===== config.mk =====
export PLATFORM = sky130hd
export DESIGN_NAME = prbs_lfsr_flat
export DESIGN_NICKNAME = d
export VERILOG_FILES = /design/src/rtl/prbs_lfsr_pkg.sv /design/src/rtl/prbs_lfsr_if.sv /design/src/rtl/prbs_lfsr_core.sv /design/src/rtl/prbs_lfsr.sv /design/src/flat_wrapper.sv
export SDC_FILE = /design/constraint.sdc
export NUM_CORES = 1
export LEC_CHECK = 0
export BUFFER_PORTS_ARGS = -buffer_cell sky130_fd_sc_hd__buf_2
export CAP_MARGIN = 25
export CORE_AREA = 4 4 85 87
export DETAILED_ROUTE_END_ITERATION = 7
export DIE_AREA = 0 0 89 91
export GPL_ROUTABILITY_DRIVEN = 0
export PLACE_DENSITY = 0.77
export SYNTH_ARGS = -nofsm -noshare
export SYNTH_HDL_FRONTEND = slang
export SYNTH_HIERARCHICAL = 1
export SYNTH_SLANG_ARGS = --single-unit

===== constraint.sdc =====
create_clock -name clk -period 2.1 [get_ports clk]
set_input_delay 0.105 -clock clk [delete_from_list [all_inputs] [get_ports clk]]
set_output_delay 0.105 -clock clk [all_outputs]
set_load 0.03 [all_outputs]

===== src/rtl/prbs_lfsr_pkg.sv =====
// Shared types, tap constants and feedback helper for the parametrised PRBS LFSR.
package prbs_lfsr_pkg;

  typedef enum logic {HUNT, LOCKED} chk_state_t;

  localparam int MAX_WIDTH = 64;

  localparam logic [6:0]  TAPS_PRBS7  = 7'h60;
  localparam logic [14:0] TAPS_PRBS15 = 15'h6000;
  localparam logic [22:0] TAPS_PRBS23 = 23'h420000;
  localparam logic [30:0] TAPS_PRBS31 = 31'h48000000;
  localparam logic [25:0] TAPS_26     = 26'h2000023;

  function automatic logic lfsr_fb(input logic [MAX_WIDTH-1:0] state,
                                   input logic [MAX_WIDTH-1:0] taps);
    return ^(state & taps);
  endfunction

  // Widths without a known polynomial fall back to x^W+x+1, which is not always maximal-length.
  function automatic logic [MAX_WIDTH-1:0] default_taps(input int width);
    logic [MAX_WIDTH-1:0] t;
    case (width)
      7:       t = MAX_WIDTH'(TAPS_PRBS7);
      15:      t = MAX_WIDTH'(TAPS_PRBS15);
      23:      t = MAX_WIDTH'(TAPS_PRBS23);
      26:      t = MAX_WIDTH'(TAPS_26);
      31:      t = MAX_WIDTH'(TAPS_PRBS31);
      default: t = (MAX_WIDTH'(1) << (width - 1)) | MAX_WIDTH'(1);
    endcase
    return t;
  endfunction

endpackage


===== src/rtl/prbs_lfsr_if.sv =====
// Control and status bundle of one prbs_lfsr instance; the slave side is the LFSR itself.
interface prbs_lfsr_if #(
  parameter int WIDTH = 26,
  parameter int CNT_W = 16
);
  logic             load;
  logic [WIDTH-1:0] din;
  logic             en;
  logic             mode;
  logic             rx_bit;
  logic [WIDTH-1:0] q;
  logic             out_bit;
  logic             locked;
  logic [CNT_W-1:0] err_cnt;
  logic             lockup;

  modport master (
    output load, din, en, mode, rx_bit,
    input  q, out_bit, locked, err_cnt, lockup
  );

  modport slave (
    input  load, din, en, mode, rx_bit,
    output q, out_bit, locked, err_cnt, lockup
  );
endinterface


===== src/rtl/prbs_lfsr_core.sv =====
// Fibonacci shift register: load/recover/shift/hold muxing plus feedback generation.
module lfsr_core
  import prbs_lfsr_pkg::*;
#(
  parameter int               WIDTH = 26,
  parameter logic [WIDTH-1:0] TAPS  = WIDTH'(default_taps(WIDTH)),
  parameter logic [WIDTH-1:0] SEED  = WIDTH'(1)
) (
  input  logic             clk,
  input  logic             rst_n,
  input  logic             load,
  input  logic [WIDTH-1:0] din,
  input  logic             en,
  input  logic             shift_in,
  input  logic             recover,
  output logic [WIDTH-1:0] q,
  output logic             fb
);

  assign fb = lfsr_fb(MAX_WIDTH'(q), MAX_WIDTH'(TAPS));

  // The new bit enters at bit 0, so the oldest bit leaves at the top as the serial output.
  always_ff @(posedge clk or negedge rst_n) begin
    if (!rst_n)
      q <= SEED;
    else if (load)
      q <= din;
    else if (en) begin
      if (recover)
        q <= SEED;
      else
        q <= {q[WIDTH-2:0], shift_in};
    end
  end

endmodule


===== src/rtl/prbs_lfsr.sv =====
// PRBS generator/self-synchronising checker with lock detection and error counting.
// Optional all-zero recovery is enabled by defining LFSR_LOCKUP_RECOVER_EN.
module prbs_lfsr
  import prbs_lfsr_pkg::*;
#(
  parameter int               WIDTH       = 26,
  parameter logic [WIDTH-1:0] TAPS        = WIDTH'(default_taps(WIDTH)),
  parameter logic [WIDTH-1:0] SEED        = WIDTH'(1),
  parameter int               LOSS_THRESH = 4,
  parameter int               CNT_W       = 16
) (
  input  logic       clk,
  input  logic       rst_n,
  prbs_lfsr_if.slave bus
);

  localparam int MATCH_W = $clog2(WIDTH + 1);
  localparam int BAD_W   = $clog2(LOSS_THRESH + 1);

  chk_state_t         state;
  logic [MATCH_W-1:0] match_cnt;
  logic [BAD_W-1:0]   bad_cnt;
  logic [CNT_W-1:0]   err_cnt;
  logic               locked;
  logic [WIDTH-1:0]   q;
  logic               fb;
  logic               shift_in;
  logic               recover;
  logic               lockup;
  logic               match;

  assign match    = (bus.rx_bit == fb);
  assign lockup   = (q == '0);
  // While hunting, the register self-loads from the received stream.
  assign shift_in = (bus.mode && state == HUNT) ? bus.rx_bit : fb;

`ifdef LFSR_LOCKUP_RECOVER_EN
  assign recover = lockup && (!bus.mode || state == LOCKED);
`else
  assign recover = 1'b0;
`endif

  lfsr_core #(
    .WIDTH (WIDTH),
    .TAPS  (TAPS),
    .SEED  (SEED)
  ) u_core (
    .clk      (clk),
    .rst_n    (rst_n),
    .load     (bus.load),
    .din      (bus.din),
    .en       (bus.en),
    .shift_in (shift_in),
    .recover  (recover),
    .q        (q),
    .fb       (fb)
  );

  // Lock needs WIDTH+1 consecutive matches; loss needs LOSS_THRESH consecutive mismatches.
  always_ff @(posedge clk or negedge rst_n) begin
    if (!rst_n) begin
      state     <= HUNT;
      match_cnt <= '0;
      bad_cnt   <= '0;
      err_cnt   <= '0;
      locked    <= 1'b0;
    end else if (bus.load) begin
      state     <= HUNT;
      match_cnt <= '0;
      bad_cnt   <= '0;
      err_cnt   <= '0;
      locked    <= 1'b0;
    end else if (bus.en && bus.mode) begin
      case (state)
        HUNT: begin
          if (!match)
            match_cnt <= '0;
          else if (match_cnt == MATCH_W'(WIDTH)) begin
            state     <= LOCKED;
            locked    <= 1'b1;
            match_cnt <= '0;
          end else
            match_cnt <= match_cnt + MATCH_W'(1);
        end
        LOCKED: begin
          if (match)
            bad_cnt <= '0;
          else begin
            if (err_cnt != '1)
              err_cnt <= err_cnt + CNT_W'(1);
            if (bad_cnt == BAD_W'(LOSS_THRESH - 1)) begin
              state   <= HUNT;
              locked  <= 1'b0;
              bad_cnt <= '0;
            end else
              bad_cnt <= bad_cnt + BAD_W'(1);
          end
        end
        default: state <= HUNT;
      endcase
    end
  end

  assign bus.q       = q;
  assign bus.out_bit = q[WIDTH-1];
  assign bus.locked  = locked;
  assign bus.err_cnt = err_cnt;
  assign bus.lockup  = lockup;

endmodule


===== src/flat_wrapper.sv =====
// flat-port wrapper written by rule: the top's interface ports become plain ports
module prbs_lfsr_flat import prbs_lfsr_pkg::*;
#(
  parameter int               WIDTH       = 26,
  parameter logic [WIDTH-1:0] TAPS        = WIDTH'(default_taps(WIDTH)),
  parameter logic [WIDTH-1:0] SEED        = WIDTH'(1),
  parameter int               LOSS_THRESH = 4,
  parameter int               CNT_W       = 16
)
  (clk, rst_n, bus_load, bus_din, bus_en, bus_mode, bus_rx_bit, bus_q, bus_out_bit, bus_locked, bus_err_cnt, bus_lockup);
  prbs_lfsr_if #(.WIDTH(WIDTH), .CNT_W(CNT_W)) bus_i ();
  input  logic clk;
  input  logic rst_n;
  input wire logic [$bits(bus_i.load)-1:0] bus_load;
  input wire logic [$bits(bus_i.din)-1:0] bus_din;
  input wire logic [$bits(bus_i.en)-1:0] bus_en;
  input wire logic [$bits(bus_i.mode)-1:0] bus_mode;
  input wire logic [$bits(bus_i.rx_bit)-1:0] bus_rx_bit;
  output wire logic [$bits(bus_i.q)-1:0] bus_q;
  output wire logic [$bits(bus_i.out_bit)-1:0] bus_out_bit;
  output wire logic [$bits(bus_i.locked)-1:0] bus_locked;
  output wire logic [$bits(bus_i.err_cnt)-1:0] bus_err_cnt;
  output wire logic [$bits(bus_i.lockup)-1:0] bus_lockup;
  assign bus_i.load = bus_load;
  assign bus_i.din = bus_din;
  assign bus_i.en = bus_en;
  assign bus_i.mode = bus_mode;
  assign bus_i.rx_bit = bus_rx_bit;
  assign bus_q = bus_i.q;
  assign bus_out_bit = bus_i.out_bit;
  assign bus_locked = bus_i.locked;
  assign bus_err_cnt = bus_i.err_cnt;
  assign bus_lockup = bus_i.lockup;
  prbs_lfsr #(.WIDTH(WIDTH), .TAPS(TAPS), .SEED(SEED), .LOSS_THRESH(LOSS_THRESH), .CNT_W(CNT_W)) u_core (.clk(clk), .rst_n(rst_n), .bus(bus_i));
endmodule

# After elaboration in Yosys (flattened, before gate mapping)

Cells that the tools add are included.

Reduce and logical (&&, ||, !) cells: 12
Eq/ne operators: 10
Mux-type cells: 32
Add/sub/neg operators: 3
Bitwise operators: 1

Operator list:

| operator                                                                | count |
|---|---|
| 16-bit 2-to-1 mux                                                       | 5 |
| 64-bit XOR reduction                                                    | 1 |
| 26-bit 2-to-1 mux                                                       | 2 |
| 26-bit logical NOT                                                      | 1 |
| 5-bit 2-to-1 mux                                                        | 5 |
| 16-bit by 1-bit adder with 16-bit output, second input constant         | 1 |
| 16-bit inequality test, second input constant                           | 1 |
| 3-bit 2-to-1 mux                                                        | 5 |
| 1-bit 2-to-1 mux                                                        | 13 |
| 3-bit inequality test, second input constant                            | 3 |
| 2-bit nonzero test                                                      | 4 |
| 5-bit by 1-bit adder with 5-bit output, second input constant           | 1 |
| 5-bit == test, second input constant                                    | 1 |
| 5-bit AND reduction                                                     | 1 |
| 2-bit inequality test, second input constant                            | 2 |
| 1-bit one-hot mux with 2 select lines                                   | 2 |
| 2-bit AND reduction                                                     | 2 |
| 4-bit AND reduction                                                     | 1 |
| 3-bit by 1-bit adder with 3-bit output, second input constant           | 1 |
| 3-bit by 2-bit == test with 1-bit output, second input constant         | 1 |
| 3-bit by 2-bit inequality test with 1-bit output, second input constant | 1 |
| 1-bit logical AND                                                       | 2 |
| 1-bit == test                                                           | 1 |
| 1-bit NOT                                                               | 1 |

Register bits: 52
Word-level logic and storage cells: 64
Output and inout port bits: 45

# Depth between registers and ports, before layout

Gate-level depths: netlist of the first run.

Depth after elaboration: 6
Depth in mapped cells: 6

# Hierarchy

Netlist of the first run, hierarchy kept.

Modules (own cells, without submodules):

| module    | cells an instance | area an instance (µm²) | instances | sequential area each (µm²) |
|---|---|---|---|---|
| prbs_lfsr | 179               | 1,629.1                | 1         | 650.6 |
| lfsr_core | 147               | 1,437.6                | 1         | 651.9 |

# Worst setup path before layout of the first run

Ideal clock, no wire load.

Kind: reg2reg
Start: reg u_core.u_core.q[1]
End: reg u_core.err_cnt[7] (netlist: u_core/bus.err_cnt[7])
Setup slack: -0.284 ns
Setup time: 0.070 ns
Clock period less this slack: 2.384 ns
Required time: 2.030 ns
Data arrival time: 2.314 ns
Stages on the path, launching flop included: 7
Cells stage by stage: dfrtp_1 -> xor2_1 -> xnor2_1 -> xnor2_2 -> or4_4 -> or4_1 -> nand3_1

Word-level cells in the longest chain between the ends: 4

RTL lines:

| what                            | RTL line             | RTL |
|---|---|---|
| from (decl)                     | prbs_lfsr_core.sv:16 | `output logic [WIDTH-1:0] q,` |
| from (signal assigned)          | prbs_lfsr_core.sv:27 | `q <= din;` |
| from (signal assigned)          | prbs_lfsr_core.sv:32 | `q <= {q[WIDTH-2:0], shift_in};` |
| 64-bit XOR reduction            | prbs_lfsr_pkg.sv:16  | `return ^(state & taps);` |
| named net u_core.fb             | prbs_lfsr.sv:26      | `logic fb;` |
| 1-bit == test                   | prbs_lfsr.sv:32      | `assign match = (bus.rx_bit == fb);` |
| 2-bit inequality test (no line) | n/a                  |  |
| 4-bit AND reduction (no line)   | n/a                  |  |
| to (signal assigned)            | prbs_lfsr.sv:90      | `err_cnt <= err_cnt + CNT_W'(1);` |
| to (decl)                       | prbs_lfsr.sv:23      | `logic [CNT_W-1:0] err_cnt;` |

The timed path passes the listed nets, and every way through them passes these cells.
A chain may end at the register's enable or synchronous reset.

# Final worst setup path of the first run

Ends and elaborated chain as after synthesis.

==> metrics.md, run 1 <==
| Metric | Value |
|---|---|
| Status | complete, no violations |
| Number of global-route vias before repair | around 2900 |
| Post-Syn Area | roughly 0.0031 sq mm |
| CTS clk-pin slew, worst paths | approximately 100 ps |
| Depth of the CTS H-tree | 2 |
| Worst stage delay on the critical path | 520 ps |
| IO Pins | slightly below 80 |
| Worst slew pin tran | 850 ps |
| Cell family with most CP delay | simple AND/OR/NAND/NOR gates |
| Area growth from synthesis to layout | 24.2% |
| Port bufs | 76 |
| CP max-delay cell | or4_4 |
| CP Capture Type | flop |
| CTS tree | yes |
| Worst hold path type | primary input to flop |
| Levels on crit path | 6 |
| Cell Chain, Critical Path | xor2_1 > xnor2_2 > xnor2_2 > or4_4 > or4_4 > nand3_2 |
| Placeable core area | 0.00635 sq mm |
| Ys Warns | 6 |
| R2R depth | 6 |
| Most frequent cell after synthesis | dfrtp_1 |
| Chip height | about 91 um |
| DRT Pass-1 Iters | 4 |
| Worst EP required | 2350 ps |
| Global-route wire length before repair | approximately 13000 um |
| Final worst slack | 7.65 ps |
| Cells after DPL | slightly below 500 |
| Register area share after synthesis | 0.425 |
| Cell area after layout | between 0.003 and 0.004 sq mm |
| DRC violations left | 0 |
| FMAX | between 400 and 500 MHz |
| Post-synth EDFFs | 0 |
| Routed Antenna Nets | 0 |
| Vias | between 2000 and 3000 |
| Slew Limit Fails | 0 |
| Final cycle utilization of the critical path | 0.996 |
| Worst setup path category | flop to flop |
| Dpl ws | 41.8 ps |
| Final #Nets | about 450 |
| Synth area leaders | dfrtp_1, nand3b_1, nor2b_1, a31oi_1, nand2b_1 |
| Max_cap viols | 0 |
| Final hold vios | 0 |
| Pleak | about 1.7 nW |
| DRT Wirelength | about 7700 um |
| Vias per cell | around 5.7 |
| Full die area | slightly above 0.008 sq mm |
| Worst-skew pair later-pin latency | 310 ps |
| Fill count | 546 |
| # diodes | 0 |
| Drt initial violations | 139 |
| Cells after Synth | 326 |
| Peak supply drop | approximately 0.4 mV |
| Total track usage | 0.198 |
| Layout cells sized above 1 | 0.294 |
| Wire per inst | about 16 um |
| Slew Limit Headroom | 0.433 |
| TritonCTS Sinks | 52 |
| Async S/R FF share, synth | 1.00 |
| Synth top area share | 0.416 |
| Largest net degree at the start of global routing | 39 |
| Hold depth | 3 |
| Die W | 89 um |
| CP bufs+invs | 0 |
| Tmin final | 2090 ps |
| Placed Instance Area | ~0.0036 sq mm |
| Non-filler instance count after layout | 496 |
| TritonCTS buffer count | 5 |
| CP Launch Type | flop |
| Detailed placement HPWL | between 5000 and 6000 um |
| Num rows | 29 |
| Synth unique cells | between 50 and 60 |
| Syn avg cell area | ~9.4 sq um |
| RSZ-0062 raised after global routing | true |
| Starting Density | 0.483 |
| Fin Clk Skew | between 9 and 10 ps |
| Synth Register Bits | between 50 and 60 |
| Setup Viol. Count Final | 0 |
| Arrival time worst endpoint | between 2000 and 2500 ps |
| Maximum clock path buffer count | 2 |
| Root buffer cell | clkbuf_8 |
| P per Cell Area | 655 mW/mm^2 |
| Most used DFF post-synth | dfrtp_1 |
| Crit Path Max Fanout | 3 |
| GRT overflow | 0 |
| Synth cell count leaders | dfrtp_1, nor2b_1, a31oi_1 |
| Cell taking the most area after synthesis | dfrtp_1 |
| Initial antenna violation count | 0 |
worst register-to-register path, cell delays in order, from the launching register on:
cell	delay [ps]
dfrtp_2	420
xor2_1	180
xnor2_2	300
xnor2_2	100
or4_4	520
or4_4	430
nand3_2	90
stage by stage:
step                total power (W)  hold WS (ps)  utilization  setup TNS [ps]
finish                      0.00249          48.1        0.600               0
global route                0.00261          46.9        0.600            -222
CTS                         0.00249          40.5        0.592               0
detailed placement          0.00173           264        0.570               0
global placement            0.00171           267        0.570               0
floorplan                   0.00150          -191            -            -297
cells in the final DEF (no fill, tap or decap), types with 3 or more instances in the layout:
cell / count
buf_4: 20
nand3_1: 16
nand3b_1: 25
conb_1: 8
buf_2: 76
xnor2_2: 3
clkbuf_8: 7
nand2b_1: 25
xnor2_1: 5
dfrtp_1: 50
ha_1: 4
inv_1: 8
nand4_1: 7
nor4_1: 8
a31oi_1: 27
nor3_1: 7
nand2_1: 13
a21oi_1: 5
o21ai_0: 12
nor2_1: 10
a22o_1: 4
and3_1: 4
nor2b_1: 29
cells by family (layout without fill, tap and decap cells):
group	after synthesis	in the layout	share of synthesized area
other	1	8	0.00122
and+or+nand+nor	164	164	0.335
adders and majority gates	4	4	0.0163
DFF	52	52	0.425
xor gates and xnor gates	11	11	0.0339
muxes	1	1	0.00367
AOI/OAI and AO/OA	66	66	0.143
buffers and inverters	27	113	0.0424
power breakdown:
group / internal, W / switching (W) / total [W] / leakage, nW
clock network: 0.000421 / 0.000335 / 0.000756 / 0.0645
registers: 0.00106 / 0.0000659 / 0.00113 / 0.662
logic: 0.000251 / 0.000360 / 0.000611 / 0.983
layout make-up:
class                           instances  area [sq um]  area share
Inverter                                8          30.0     0.00788
Sequential cell                        52          1300       0.342
Multi-Input combinational cell        254          1710       0.449
Clock buffer                            7          96.3      0.0253
Clock inverter                          1          30.0     0.00788
Timing Repair Buffer                   97           541       0.142
Tap cell                               77          96.3      0.0253
what timing repair did:
item	CTS	global route
buffers inserted	0	2
hold buffers	1	0
endpoints found under the hold margin	35	0
resized for setup	0	6
setup endpoints to repair	0	7
worst paths after layout:
| path | slack [ps] | from | end |
|---|---|---|---|
| max | 8 | u_core/u_core/q[1] | u_core/bus.err_cnt[7] |
| min | 50 | bus_din[0] | u_core/u_core/q[0] |
| max reg2reg | 8 | u_core/u_core/q[1] | u_core/bus.err_cnt[7] |
| min reg2reg | 520 | u_core/bad_cnt[2] | u_core/bad_cnt[2] |
| max in group asynchronous | 1010 | rst_n | u_core/u_core/q[6] |
| min in group asynchronous | 430 | rst_n | u_core/bus.err_cnt[9] |
sequential cells by signal (all words and copies together), names as in the netlist:
signal              cells
u_core/u_core/q        26
u_core/bus.err_cnt     16
u_core/match_cnt        5
u_core/bad_cnt          3
u_core/bus.locked       1
u_core/state            1
layer usage:
| layer | wire length [um] | global-route usage |
|---|---|---|
| met1 | 3310 | 0.267 |
| met2 | 3720 | 0.321 |
| met3 | 590 | 0.0434 |
| met4 | 101 | 0.0521 |
| met5 | 0 | 0 |
Note: power is estimated with default switching activity, not from simulation.
==> run 2, diff against run 1 <==
Settings changed: CORE_AREA 4 4 85 87 to 4 4 88 90, DIE_AREA 0 0 89 91 to 0 0 92 94, PLACE_DENSITY 0.77 to 0.73.
==> metrics.md, run 2 (synthesized netlist as in run 1, its figures left out) <==
| Metric | Value |
|---|---|
| Status | complete, no violations (unchanged) |
| TritonCTS buffer count | 5 (unchanged) |
| P per Cell Area | 632 mW/mm^2 (was 655 mW/mm^2) |
| Post-CTS setup repair buffer count | 0 (unchanged) |
| Tmin final | 2050 ps (was 2090 ps) |
| Most common cell after layout, fill and taps aside | buf_2 (unchanged) |
| Die W | 92 um (was 89 um) |
| CTS clk-pin slew, worst paths | 100 ps (about the same) |
| Routed Antenna Nets | 0 (unchanged) |
| Chip height | 94 um (was 91 um) |
| RSZ-0062 raised after global routing | true (unchanged) |
| TritonCTS Sinks | 52 (unchanged) |
| Final cycle utilization of the critical path | 0.974 (was 0.996) |
| Fin Clk Skew | 11.4 ps (was 9.49 ps) |
| Worst-skew pair later-pin latency | 300 ps (was 310 ps) |
| Final hold vios | 0 (unchanged) |
| Most flop-heavy register | u_core/u_core/q (unchanged) |
| Most frequent cells in the layout | buf_2, dfrtp_1, nor2b_1 (unchanged) |
| Slew Limit Headroom | 0.460 (was 0.433) |
| CP Launch Type | flop (unchanged) |
| Full die area | 0.00865 sq mm (was 0.00810 sq mm) |
| Max reg flops | 26 (unchanged) |
| Placeable core area | 0.00706 sq mm (was 0.00635 sq mm) |
| Starting Density | 0.434 (was 0.483) |
| Peak supply drop | 0.353 mV (was 0.401 mV) |
| Vias per cell | 5.53 (was 5.73) |
| CP Capture Type | flop (unchanged) |
| Layout cells sized above 1 | 0.281 (was 0.294) |
| # diodes | 0 (unchanged) |
| DRT Pass-1 Iters | 4 (unchanged) |
| FMAX | 489 MHz (was 478 MHz) |
| Maximum clock path buffer count | 2 (unchanged) |
| Vias | 2855 (was 2840) |
| Area growth from synthesis to layout | 24.4% (was 24.2%) |
| Drt initial violations | 158 (was 139) |
| DRT Wirelength | 8030 um (was 7720 um) |
| Number of global-route vias before repair | 2815 (was 2860) |
| Worst EP required | 2340 ps (was 2350 ps) |
| Register Area | 0.00130 sq mm (unchanged) |
| Slew Limit Fails | 0 (unchanged) |
| Port bufs | 76 (unchanged) |
| Setup Viol. Count Final | 0 (unchanged) |
| Worst slew pin tran | 809 ps (was 850 ps) |
| CTS tree | yes (unchanged) |
| GRT overflow | 0 (unchanged) |
| Final #Nets | 452 (was 454) |
| Fill count | 686 (was 546) |
| IO Pins | 77 (unchanged) |
| Worst hold path type | primary input to flop (unchanged) |
| DRC violations left | 0 (unchanged) |
| Fin Hold WS | 38.9 ps (was 48.1 ps) |
| Initial antenna violation count | 0 (unchanged) |
| Overall power | 0.00241 W (was 0.00249 W) |
| Detailed placement HPWL | 5770 um (was 5510 um) |
| Area of the multi-input gates | 0.00171 sq mm (about the same) |
| Max_cap viols | 0 (unchanged) |
| Depth of the CTS H-tree | 2 (unchanged) |
| Crit Path Max Fanout | 4 (was 3) |
| Global-route wire length before repair | 13300 um (was 13200 um) |
| Num rows | 31 (was 29) |
| Dpl ws | 70.2 ps (was 41.8 ps) |
| Root buffer cell | clkbuf_8 (unchanged) |
| Final worst slack | 53.9 ps (was 7.65 ps) |
| Worst setup path category | flop to flop (unchanged) |
| Arrival time worst endpoint | 2290 ps (was 2340 ps) |
| Total track usage | 0.189 (was 0.198) |
| Largest net degree at the start of global routing | 56 (was 39) |
| Pleak | 1.70 nW (was 1.71 nW) |
| Wire per inst | 15.6 um (about the same) |
| Largest registers | u_core/u_core/q (26), u_core/bus.err_cnt (16), u_core/match_cnt (5) (unchanged) |
## run 2: cell types whose count changed in the layout (fill, tap and decap cells not counted), sizes merged
cell,previous run,this run
buf,96,94
clkbuf,7,6
clkinv,0,1
## run 2: what timing repair did
item | 4_1_cts | 5_1_grt
gates resized for setup | 0 | 7
hold buffers | 1 | 0
endpoints found under the setup margin | 0 | 10
endpoints found under the hold margin | 19 | 0
## run 2: where the power goes
group          internal, W  total (W)  switching [W]
registers          0.00106    0.00113      0.0000707
clock network     0.000354   0.000678       0.000324
logic             0.000238   0.000599       0.000360
## run 2: area by class of cell
| type | instances | share of cell area |
|---|---|---|
| clock inverter | 2 | 0.00918 |
| tap | 99 | 0.0325 |
| timing repair buffer | 95 | 0.142 |
| inverter | 8 | 0.00787 |
| sequential | 52 | 0.342 |
| clock buffer | 6 | 0.0190 |
| multi-input combinational | 254 | 0.448 |
## run 2: worst paths after layout
path                                    startpoint             endpoint  slack (ps)  cells after the start
worst max-delay path            u_core/u_core/q[1]  u_core/match_cnt[2]          50                      6
worst min-delay path                    bus_din[0]   u_core/u_core/q[0]          40                      3
worst max register to register  u_core/u_core/q[1]  u_core/match_cnt[2]          50                      6
worst min register to register   u_core/bad_cnt[2]    u_core/bad_cnt[2]         530                      2
max in group asynchronous                    rst_n   u_core/u_core/q[0]        1180                      3
min in group asynchronous                    rst_n  u_core/u_core/q[21]         300                      2
## run 2: critical path: stages (launching register included)
cell     delay [ps]
dfrtp_2         430
xor2_2          190
xnor2_2         250
xor2_1          160
or3_1           390
or4b_1          480
nand2_1          80
## run 2: stage by stage
stage	std cells	utilization	setup TNS (ps)	instance area, sq um
floorplan	333	-	-297	3110
global placement	507	0.519	0	3660
detailed placement	507	0.519	0	3660
CTS	516	0.535	0	3780
global route	516	0.540	-63.8	3810
finish	516	0.540	0	3810
## run 2: routing by layer
metal | vias up | global-route usage | routed length [um]
met5 | - | 0 | 0
met4 | 0 | 0.0582 | 104
met3 | 11 | 0.0377 | 493
met2 | 96 | 0.320 | 3900
met1 | 1378 | 0.245 | 3540
li1 | 1370 | - | -
